<file path="config.mk">
export PLATFORM = sky130hd
export DESIGN_NAME = tof_ctrl_regbank
export DESIGN_NICKNAME = d
export VERILOG_FILES = /design/src/rtl/tof_ctrl_regbank.sv
export SDC_FILE = /design/constraint.sdc
export NUM_CORES = 2
export LEC_CHECK = 0
export BUFFER_PORTS_ARGS = -buffer_cell sky130_fd_sc_hd__buf_2
export CAP_MARGIN = 10
export CORE_ASPECT_RATIO = 1.5
export CORE_MARGIN = 1
export CORE_UTILIZATION = 58
export DETAILED_ROUTE_END_ITERATION = 16
export GPL_TIMING_DRIVEN = 1
export PLACE_DENSITY_LB_ADDON = 0.15
export SLEW_MARGIN = 20
export SYNTH_ARGS = -nofsm -noshare
export SYNTH_HDL_FRONTEND = slang
export SYNTH_SLANG_ARGS = --single-unit
export TNS_END_PERCENT = 50
</file>
<file path="constraint.sdc">
create_clock -name clk_i -period 72.1 [get_ports clk_i]
set_input_delay 0 -clock clk_i [delete_from_list [all_inputs] [get_ports clk_i]]
set_output_delay 0 -clock clk_i [all_outputs]
set_load 0.03 [all_outputs]
</file>
<file path="src/rtl/tof_ctrl_regbank.sv">
// TOF controller register bank: config words, monitoring words, host register bus, update handshake.
// Define TOF_REGBANK_MON_SNAPSHOT_EN to double-buffer the monitoring words behind a coherent copier.
module tof_ctrl_regbank #(
  parameter int unsigned NUM_CFG          = 66,
  parameter int unsigned NUM_MON          = 77,
  parameter logic [31:0] TIMEOUT          = 32'd200000000,
  parameter logic [15:0] MON_RATE_DEFAULT = 16'd1000
) (
  input  logic        clk_i,
  input  logic        rst_i,
  input  logic [7:0]  host_addr_i,
  input  logic [15:0] host_dat_i,
  input  logic        host_wr_i,
  input  logic        host_rd_i,
  output logic [15:0] host_dat_o,
  output logic        host_ack_o,
  input  logic [6:0]  cfg_addr_i,
  output logic [15:0] cfg_dat_o,
  input  logic [6:0]  mon_addr_i,
  input  logic [15:0] mon_dat_i,
  input  logic        mon_wr_i,
  output logic [15:0] mon_rate_o,
  input  logic        ready_i,
  output logic        update_o,
  input  logic        updating_i,
  input  logic        update_complete_i
);

  localparam logic [6:0] NumCfgW = 7'(NUM_CFG);
  localparam logic [6:0] NumMonW = 7'(NUM_MON);

  typedef enum logic [1:0] {StIdle, StPulse, StWait} state_e;

  state_e      state_q;
  logic [31:0] timer_q;
  logic        done_q;
  logic        error_q;
  logic        cmp_s_q;
  logic        cmp_d_q;
  logic        cmp_rise;
  logic        busy;
  logic        snap_busy;

  logic [15:0] cfg_q [NUM_CFG];
  logic [15:0] mon_q [NUM_MON];
  logic [15:0] rd_data;
  logic [15:0] mon_rd;

  logic cfg_wr;
  logic ctrl_wr;
  logic rate_wr;
  logic upd_req;
  logic sticky_clr;
  logic unused_updating;

  // The controller's in-progress flag carries no information the handshake needs.
  assign unused_updating = updating_i;

  assign cfg_wr     = host_wr_i && !host_addr_i[7] && (host_addr_i[6:0] < NumCfgW);
  assign ctrl_wr    = host_wr_i && (host_addr_i == 8'hF0);
  assign rate_wr    = host_wr_i && (host_addr_i == 8'hF1);
  assign upd_req    = ctrl_wr && host_dat_i[0];
  assign sticky_clr = ctrl_wr && host_dat_i[8];
  assign cmp_rise   = cmp_s_q && !cmp_d_q;
  assign busy       = (state_q != StIdle);

  always_ff @(posedge clk_i or posedge rst_i) begin
    if (rst_i) begin
      for (int i = 0; i < int'(NUM_CFG); i++) cfg_q[i] <= 16'h0000;
      cfg_dat_o  <= 16'h0000;
      mon_rate_o <= MON_RATE_DEFAULT;
    end else begin
      if (cfg_wr) cfg_q[host_addr_i[6:0]] <= host_dat_i;
      if (rate_wr) mon_rate_o <= host_dat_i;
      cfg_dat_o <= (cfg_addr_i < NumCfgW) ? cfg_q[cfg_addr_i] : 16'h0000;
    end
  end

  always_ff @(posedge clk_i or posedge rst_i) begin
    if (rst_i) begin
      for (int i = 0; i < int'(NUM_MON); i++) mon_q[i] <= 16'h0000;
    end else if (mon_wr_i && (mon_addr_i < NumMonW)) begin
      mon_q[mon_addr_i] <= mon_dat_i;
    end
  end

`ifdef TOF_REGBANK_MON_SNAPSHOT_EN
  localparam logic [6:0] LastMon = 7'(NUM_MON - 1);

  logic [15:0] mon_host_q [NUM_MON];
  logic [6:0]  copy_idx_q;
  logic        snap_busy_q;
  logic        done_set;

  assign done_set  = (state_q == StWait) && cmp_rise;
  assign snap_busy = snap_busy_q;
  assign mon_rd    = mon_host_q[host_addr_i[6:0]];

  // A fresh done restarts the copy so the host bank always reflects one complete cycle.
  always_ff @(posedge clk_i or posedge rst_i) begin
    if (rst_i) begin
      for (int i = 0; i < int'(NUM_MON); i++) mon_host_q[i] <= 16'h0000;
      copy_idx_q  <= 7'd0;
      snap_busy_q <= 1'b0;
    end else if (done_set) begin
      copy_idx_q  <= 7'd0;
      snap_busy_q <= 1'b1;
    end else if (snap_busy_q) begin
      mon_host_q[copy_idx_q] <= mon_q[copy_idx_q];
      if (copy_idx_q == LastMon) begin
        snap_busy_q <= 1'b0;
      end else begin
        copy_idx_q <= copy_idx_q + 7'd1;
      end
    end
  end
`else
  assign snap_busy = 1'b0;
  assign mon_rd    = mon_q[host_addr_i[6:0]];
`endif

  always_comb begin
    rd_data = 16'h0000;
    if (!host_addr_i[7]) begin
      if (host_addr_i[6:0] < NumCfgW) rd_data = cfg_q[host_addr_i[6:0]];
    end else if (host_addr_i[6:0] < NumMonW) begin
      rd_data = mon_rd;
    end else if (host_addr_i == 8'hF0) begin
      rd_data = {8'h00, snap_busy, 3'b000, error_q, done_q, busy, ready_i};
    end else if (host_addr_i == 8'hF1) begin
      rd_data = mon_rate_o;
    end
  end

  always_ff @(posedge clk_i or posedge rst_i) begin
    if (rst_i) begin
      host_ack_o <= 1'b0;
      host_dat_o <= 16'h0000;
    end else begin
      host_ack_o <= host_wr_i || host_rd_i;
      host_dat_o <= host_rd_i ? rd_data : 16'h0000;
    end
  end

  // Input stage plus delay stage; the rise is seen one cycle after update_complete_i goes high.
  always_ff @(posedge clk_i or posedge rst_i) begin
    if (rst_i) begin
      cmp_s_q <= 1'b0;
      cmp_d_q <= 1'b0;
    end else begin
      cmp_s_q <= update_complete_i;
      cmp_d_q <= cmp_s_q;
    end
  end

  always_ff @(posedge clk_i or posedge rst_i) begin
    if (rst_i) begin
      state_q  <= StIdle;
      timer_q  <= 32'd0;
      update_o <= 1'b0;
      done_q   <= 1'b0;
      error_q  <= 1'b0;
    end else begin
      update_o <= 1'b0;
      if (sticky_clr) begin
        done_q  <= 1'b0;
        error_q <= 1'b0;
      end
      unique case (state_q)
        StIdle: begin
          if (upd_req && ready_i) begin
            state_q  <= StPulse;
            update_o <= 1'b1;
          end
        end
        StPulse: begin
          timer_q <= 32'd0;
          state_q <= StWait;
        end
        StWait: begin
          if (cmp_rise) begin
            done_q  <= 1'b1;
            state_q <= StIdle;
          end else if (timer_q == TIMEOUT - 32'd1) begin
            error_q <= 1'b1;
            state_q <= StIdle;
          end else begin
            timer_q <= timer_q + 32'd1;
          end
        end
        default: state_q <= StIdle;
      endcase
    end
  end

endmodule

</file>
### After elaboration in Yosys (flattened, before gate mapping)

Index checks and enable logic that the tools add are counted.

| storage, ports and cells | value |
|---|---|
| flip-flop bits (word level) | 2376 |
| input port bits | 62 |
| output and inout port bits | 50 |
| word-level logic and storage cells | 233 |

| cells by class | value |
|---|---|
| add/subtract/negate cells | 1 |
| magnitude comparators | 9 |
| equality and inequality tests | 9 |
| multiplexer cells | 38 |
| bitwise gates (word level) | 3 |
| reductions and logical operators | 19 |

Operator list:

| cell | number |
|---|---|
| $bwmux W1232 | 1 |
| $bwmux W1056 | 1 |
| $bmux W16 S7 | 3 |
| $mux W16 | 15 |
| $demux W16 S7 | 2 |
| $mux W32 | 2 |
| $pmux W32 S2 | 1 |
| $add A32 B1 Y32 const B | 1 |
| $eq A32 B28 Y1 const B | 1 |
| $lt A7 B7 Y1 const B | 4 |
| $ge A8 B8 Y1 const B | 3 |
| $not A7 Y8 | 3 |
| $eq A8 B8 Y1 const B | 2 |
| $lt A8 B1 Y1 const B | 2 |
| $logic_and A1 B1 Y1 | 11 |
| $mux W1 | 9 |
| $mux W2 | 3 |
| $ne A2 B2 Y1 const B | 3 |
| $pmux W2 S3 | 1 |
| $reduce_bool A2 Y1 | 2 |
| $ne A3 B3 Y1 const B | 1 |
| $reduce_and A3 Y1 | 1 |
| $eq A2 B1 Y1 const B | 1 |
| $eq A2 B2 Y1 const B | 1 |
| 4 further kinds | 5 |

### Longest topological paths before layout

| logic depth | value |
|---|---|
| word-level depth | 7 |
| gate-level depth with buffers | 13 |
| gate-level depth less buffers | 10 |

### Worst setup path before layout

OpenSTA, ideal clock, no wires.

| timing path | value |
|---|---|
| path kind | register -> register |
| from | register timer_q[12] |
| to | register timer_q[23] |
| setup time | 0.132 ns |
| arrival time | 2.289 ns |
| required time | 71.968 ns |
| setup slack | 69.680 ns |
| stages on the path, launching flop included | 10 |
| buffers on the path | 0 |
| clock period less this slack | 2.420 ns |
| cells stage by stage | dfrtp_1 or4b_1 or4b_1 nor4_4 nor2_2 nor2_2 inv_1 and3_1 xnor2_1 nor2_1 |

| between the ends | value |
|---|---|
| cells in the longest elaborated chain, start to end | 4 |
| elaborated cells between the ends (all ways) | 7 |
| classes of those cells | 1 x add/sub; 2 x eq/ne; 3 x mux; 1 x reduce/logical |

Ends and longest elaborated chain:

| item | line | source |
|---|---|---|
| start: declaration | 35 | `logic [31:0] timer_q;` |
| start signal: assignment | 188 | `timer_q <= timer_q + 32'd1;` |
| $add A32 B1 Y32 | 188 |  |
| $mux W32 | 184 | `end else if (timer_q == TIMEOUT - 32'd1) begin` |
| $mux W32 | 181 | `if (cmp_rise) begin` |
| $pmux W32 S2 | 169 | `unique case (state_q)` |

Several ways; a longest one is shown, not always the timed one. The select of a mux whose other input is x is not followed.
A chain may end at the register's enable or synchronous reset.

### Worst setup path in the final report

| timing path | value |
|---|---|
| from | input port host_addr_i[1] |
| to | register host_dat_o[6] |

| between the ends | value |
|---|---|
| cells in the longest elaborated chain, start to end | 7 |
| elaborated cells between the ends (all ways) | 17 |
| classes of those cells | 2 x order compare; 2 x eq/ne; 12 x mux; 1 x bitwise |

Ends and longest elaborated chain:

| item | line | source |
|---|---|---|
| start: declaration | 11 | `input logic [7:0] host_addr_i,` |
| $not A7 Y8 (implied by the code) | 119, 125 |  |
| $bmux W16 S7 (on tied branches) | 125, 119 |  |
| $mux W16 (on tied branches) (2 in series) | 125, 119 |  |
| $mux W16 (on tied branches) | 125, 126 |  |
| $mux W16 (*) | 124 | `if (!host_addr_i[7]) begin` |
| $mux W16 (*) | 141 | `host_dat_o <= host_rd_i ? rd_data : 16'h0000;` |
| end signal: assignment | 141 |  |
| end: declaration | 15 | `output logic [15:0] host_dat_o,` |

Mark *: on every way between the ends. The rest lies on a longest branch, timed or not. The select of a mux whose other input is x is not followed.

==> flow_summary_export.csv <==
group,metric,value,unit
clock_network,postCtsSetupBuffers,0,
drt,firstDrtPassIters,6,
grt,grt.total_usage,36.1,%
timing,timing.final.crit_period,5090,ps
synthesis,synth_cell_types,82,
placement,place_congestion,0.964,
pwr,ir_worst_vdd,0.0196,mV
worst_setup_path,cp-end-kind,"register",
drt,wire_per_inst,34.1,microns
timing,period_share,7.05,%
timing,maxSlewViolCount,0,
worst_setup_path,path_cells,"dlygate4sd3_1 > buf_8 > buf_4 > nor2b_4 > buf_4 > buf_4 > a21oi_1 > o32a_1 > o21ai_0 > o211ai_1 > a211o_1",
worst_setup_path,cp.required,72860,ps
clock_network,post_cts_resized,0,
final_layout,fillers,14700,
floorplan,io_pins,112,
timing,hold_viol,4,
worst_setup_path,cp_max_fo,42,
status,outcome,"finished with violations",
drt,drt-initial-drc-count,6712,
drt,antenna_left,0,
synthesis,synth_edf_count,0,
drt,routed_wl,364,mm
placement,io_buffers,110,
placement,dpl.hpwl,225,mm
worst_setup_path,r2r_cells,7,
worst_setup_path,worstPathArrival,5850,ps
synthesis,synthCells,7979,
final_layout,syn_to_final_growth,9.26,%
worst_setup_path,critPathBufInv,5,
timing,setup_viol,0,
grt,antenna_found_initial,19,
worst_setup_path,max_stage_delay,910,ps
worst_setup_path,regToRegStartpoint,"mon_q[870]",
drt,routed_via_density,6.86,
grt,grt_pass1_vias,76100,
status,violations,"hold timing",
pwr,total_power,3.01,mW
clock_network,cts_num_sinks,2376,
pwr,power.density,23.5,nW/um^2
worst_setup_path,crit_start,"host_addr_i[1]",
pwr,p_leak,60.7,nW
floorplan,dieHeight,552,microns
final_layout,nets,7901,
timing,rsz0062_at_grt,"false",
worst_setup_path,r2r_slack,68800,ps
worst_setup_path,crit_path_frequent_cell,"buf_4",
min_path,worstHoldEndpoint,"mon_q[307]",
timing,clock_skew,44.6,ps
clock_network,cts_tree,"yes",
synthesis,synth_top_area_cell,"dfrtp_1",
min_path,holdCritStartpoint,"mon_dat_i[3]",
worst_setup_path,cp_slowest_cell,"nor2b_4",
grt,gr-total-overflow,0,
synthesis,synth_top_flop_cell,"dfrtp_1",
min_path,hold_path.class,"in2reg",
worst_setup_path,crit_family,"buffers and inverters",
synthesis,yosys_warnings,0,
synthesis,synth_area_leaders,"dfrtp_1 (51%), mux2_2 (23%), mux4_2 (13%), mux2i_1 (3.2%), clkbuf_1 (1.5%)",
clock_network,numCtsBuffers,231,
clock_network,cts_hold_buf,40,
synthesis,syn_area,117000,sq um
synthesis,yosysSeqAreaShare,50.8,%
final_layout,drive_above_1_share,48.2,%
floorplan,dieArea,203000,sq um
floorplan,coreArea,200000,sq um
clock_network,cts_root_buffer,"clkbuf_16",
synthesis,synth_nets,8042,
drt,drc,0,
floorplan,die_w,369,microns
clock_network,clk_pin_slew,70,ps
drt,vias,73100,
grt,grt_max_degree,191,
placement,pre_cts_ws,66380,ps
synthesis,avgSynthCellArea,14.7,sq um
min_path,hold_path_depth,3,
floorplan,rows,201,
synthesis,ys_ff_latch,2376,
synthesis,synth.top_cell.area_share,50.7,%
clock_network,htree_levels,4,
clock_network,clk_latency,900,ps
worst_setup_path,timing_worst_setup_path_type,"in2reg",
timing,setup_slack,67010,ps
timing,tns,0,ps
timing,worst_pin_slew,1270,ps
floorplan,initial_core_util,58.4,%
flow_run,cap_viol_max_count,0,
synthesis,async_reset_ff_share,100,%
worst_setup_path,r2r_end,"host_dat_o[6]",
timing,whs,-8.32,ps
clock_network,clk_path_buf_depth,4,
timing,fmax,197,MHz
timing,slew_headroom,14.2,%
worst_setup_path,crit_path_start_kind,"input pin",
grt,grt_pass1_wl,531,mm
[worst reg2reg max path, cell delays in order, from the launching register on]
cell and delay [ps]:
dfrtp_1 380, mux2_2 270, o22ai_1 250, nor2_1 80, o32a_1 470, o21ai_0 700
o211ai_1 610, a211o_1 430
[synth_stat cells, types with 7 or more instances]
| cell type | number |
|---|---|
| a211oi_1 | 12 |
| a21oi_1 | 122 |
| a221oi_1 | 36 |
| a22o_1 | 12 |
| a22oi_1 | 137 |
| a31oi_1 | 10 |
| and3_1 | 16 |
| buf_1 | 52 |
| buf_2 | 170 |
| buf_4 | 53 |
| buf_6 | 7 |
| clkbuf_1 | 461 |
| dfrtp_1 | 2370 |
| inv_1 | 8 |
| mux2_1 | 48 |
| mux2_2 | 2384 |
| mux2i_1 | 371 |
| mux4_2 | 671 |
| nand2_1 | 212 |
| nand2_2 | 31 |
| nand2b_1 | 12 |
| nand3_1 | 95 |
| nand4_1 | 26 |
| nor2_1 | 180 |
| nor2_4 | 9 |
| nor2b_1 | 14 |
| nor3_1 | 19 |
| nor4_1 | 13 |
| o211ai_1 | 24 |
| o21a_1 | 7 |
| o21ai_0 | 120 |
| o21bai_1 | 16 |
| o22ai_1 | 102 |
| o32ai_1 | 9 |
| or3_1 | 7 |
| xor2_1 | 17 |
[flip-flops by register name (all words and copies together), names as in the netlist, 2 cells and up]
| signal | flops |
|---|---|
| state_q | 2 |
| cfg_q | 1056 |
| mon_q | 1232 |
| host_dat_o | 16 |
| cfg_dat_o | 16 |
| mon_rate_o | 16 |
| timer_q | 32 |
[power by group]
part           leakage (nW)  internal (mW)  switching, mW
clock network          3.79          0.724          0.535
registers              32.6           1.41         0.0402
logic                  24.3          0.128          0.173
total                  60.7           2.26          0.748
[cell families after synthesis]
group | Yosys count | share of synthesized area (%)
and+or+nand+nor | 687 | 2.88
AOI/OAI and AO/OA | 670 | 3.80
muxes | 3474 | 39.5
xor gates and xnor gates | 19 | 0.142
buffers and inverters | 752 | 2.81
adders and majority gates | 1 | 0.0107
DFF | 2376 | 50.8
[layout by cell type, fill, tap and decap left out, types with 95 or more instances in the layout]
| cell | instances |
|---|---|
| nor2_1 | 170 |
| dfrtp_1 | 2370 |
| mux4_2 | 671 |
| buf_4 | 200 |
| buf_2 | 101 |
| a22oi_1 | 137 |
| nand3_1 | 95 |
| mux2_2 | 2384 |
| o22ai_1 | 102 |
| mux2i_1 | 371 |
| a21oi_1 | 122 |
| nand2_1 | 197 |
| clkbuf_16 | 233 |
| o21ai_0 | 120 |
[through the flow]
step | instance area (sq um) | hold slack (ps) | cells | utilization [%]
2_1_floorplan | 117000 | 31.4 | 7979 | -
3_3_place_gp | 120000 | 112 | 10200 | 59.7
3_5_place_dp | 120000 | 114 | 10200 | 59.7
4_1_cts | 128000 | 1.85 | 10600 | 63.8
5_1_grt | 128000 | 14.2 | 10700 | 63.8
6_report | 128000 | -8.32 | 10700 | 63.8
[routing by layer]
layer  vias to the layer above  track usage [%]  part of all wire [%]
met3                      1050             8.03                   7.9
met5                         -                0                 0.028
met4                        16             25.1                   8.0
li1                      29800                -                     -
met1                     39200             44.2                    36
met2                      3039             57.3                    48
[worst max-delay path by stage]
stage / end / cells past startpoint
4_1_cts: cfg_q[115] / 8
5_1_grt: cfg_q[758] / 9
2_1_floorplan: cfg_dat_o[0] / 1
3_5_place_dp: host_dat_o[4] / 12
3_3_place_gp: host_dat_o[4] / 12
6_report: host_dat_o[6] / 11
[area by class of cell]
class / instances / area, sq um / area share [%]
clock inverters: 82 / 1060 / 0.827
inverters: 9 / 46.3 / 0.0362
diodes: 9 / 22.5 / 0.0176
clock buffers: 325 / 6680 / 5.22
repair buffers: 369 / 2860 / 2.23
flip-flops and latches: 2376 / 59500 / 46.5
multi-input cells: 4851 / 54400 / 42.5
well taps: 2639 / 3300 / 2.58
No activity file was read; power rests on OpenSTA's default activity.
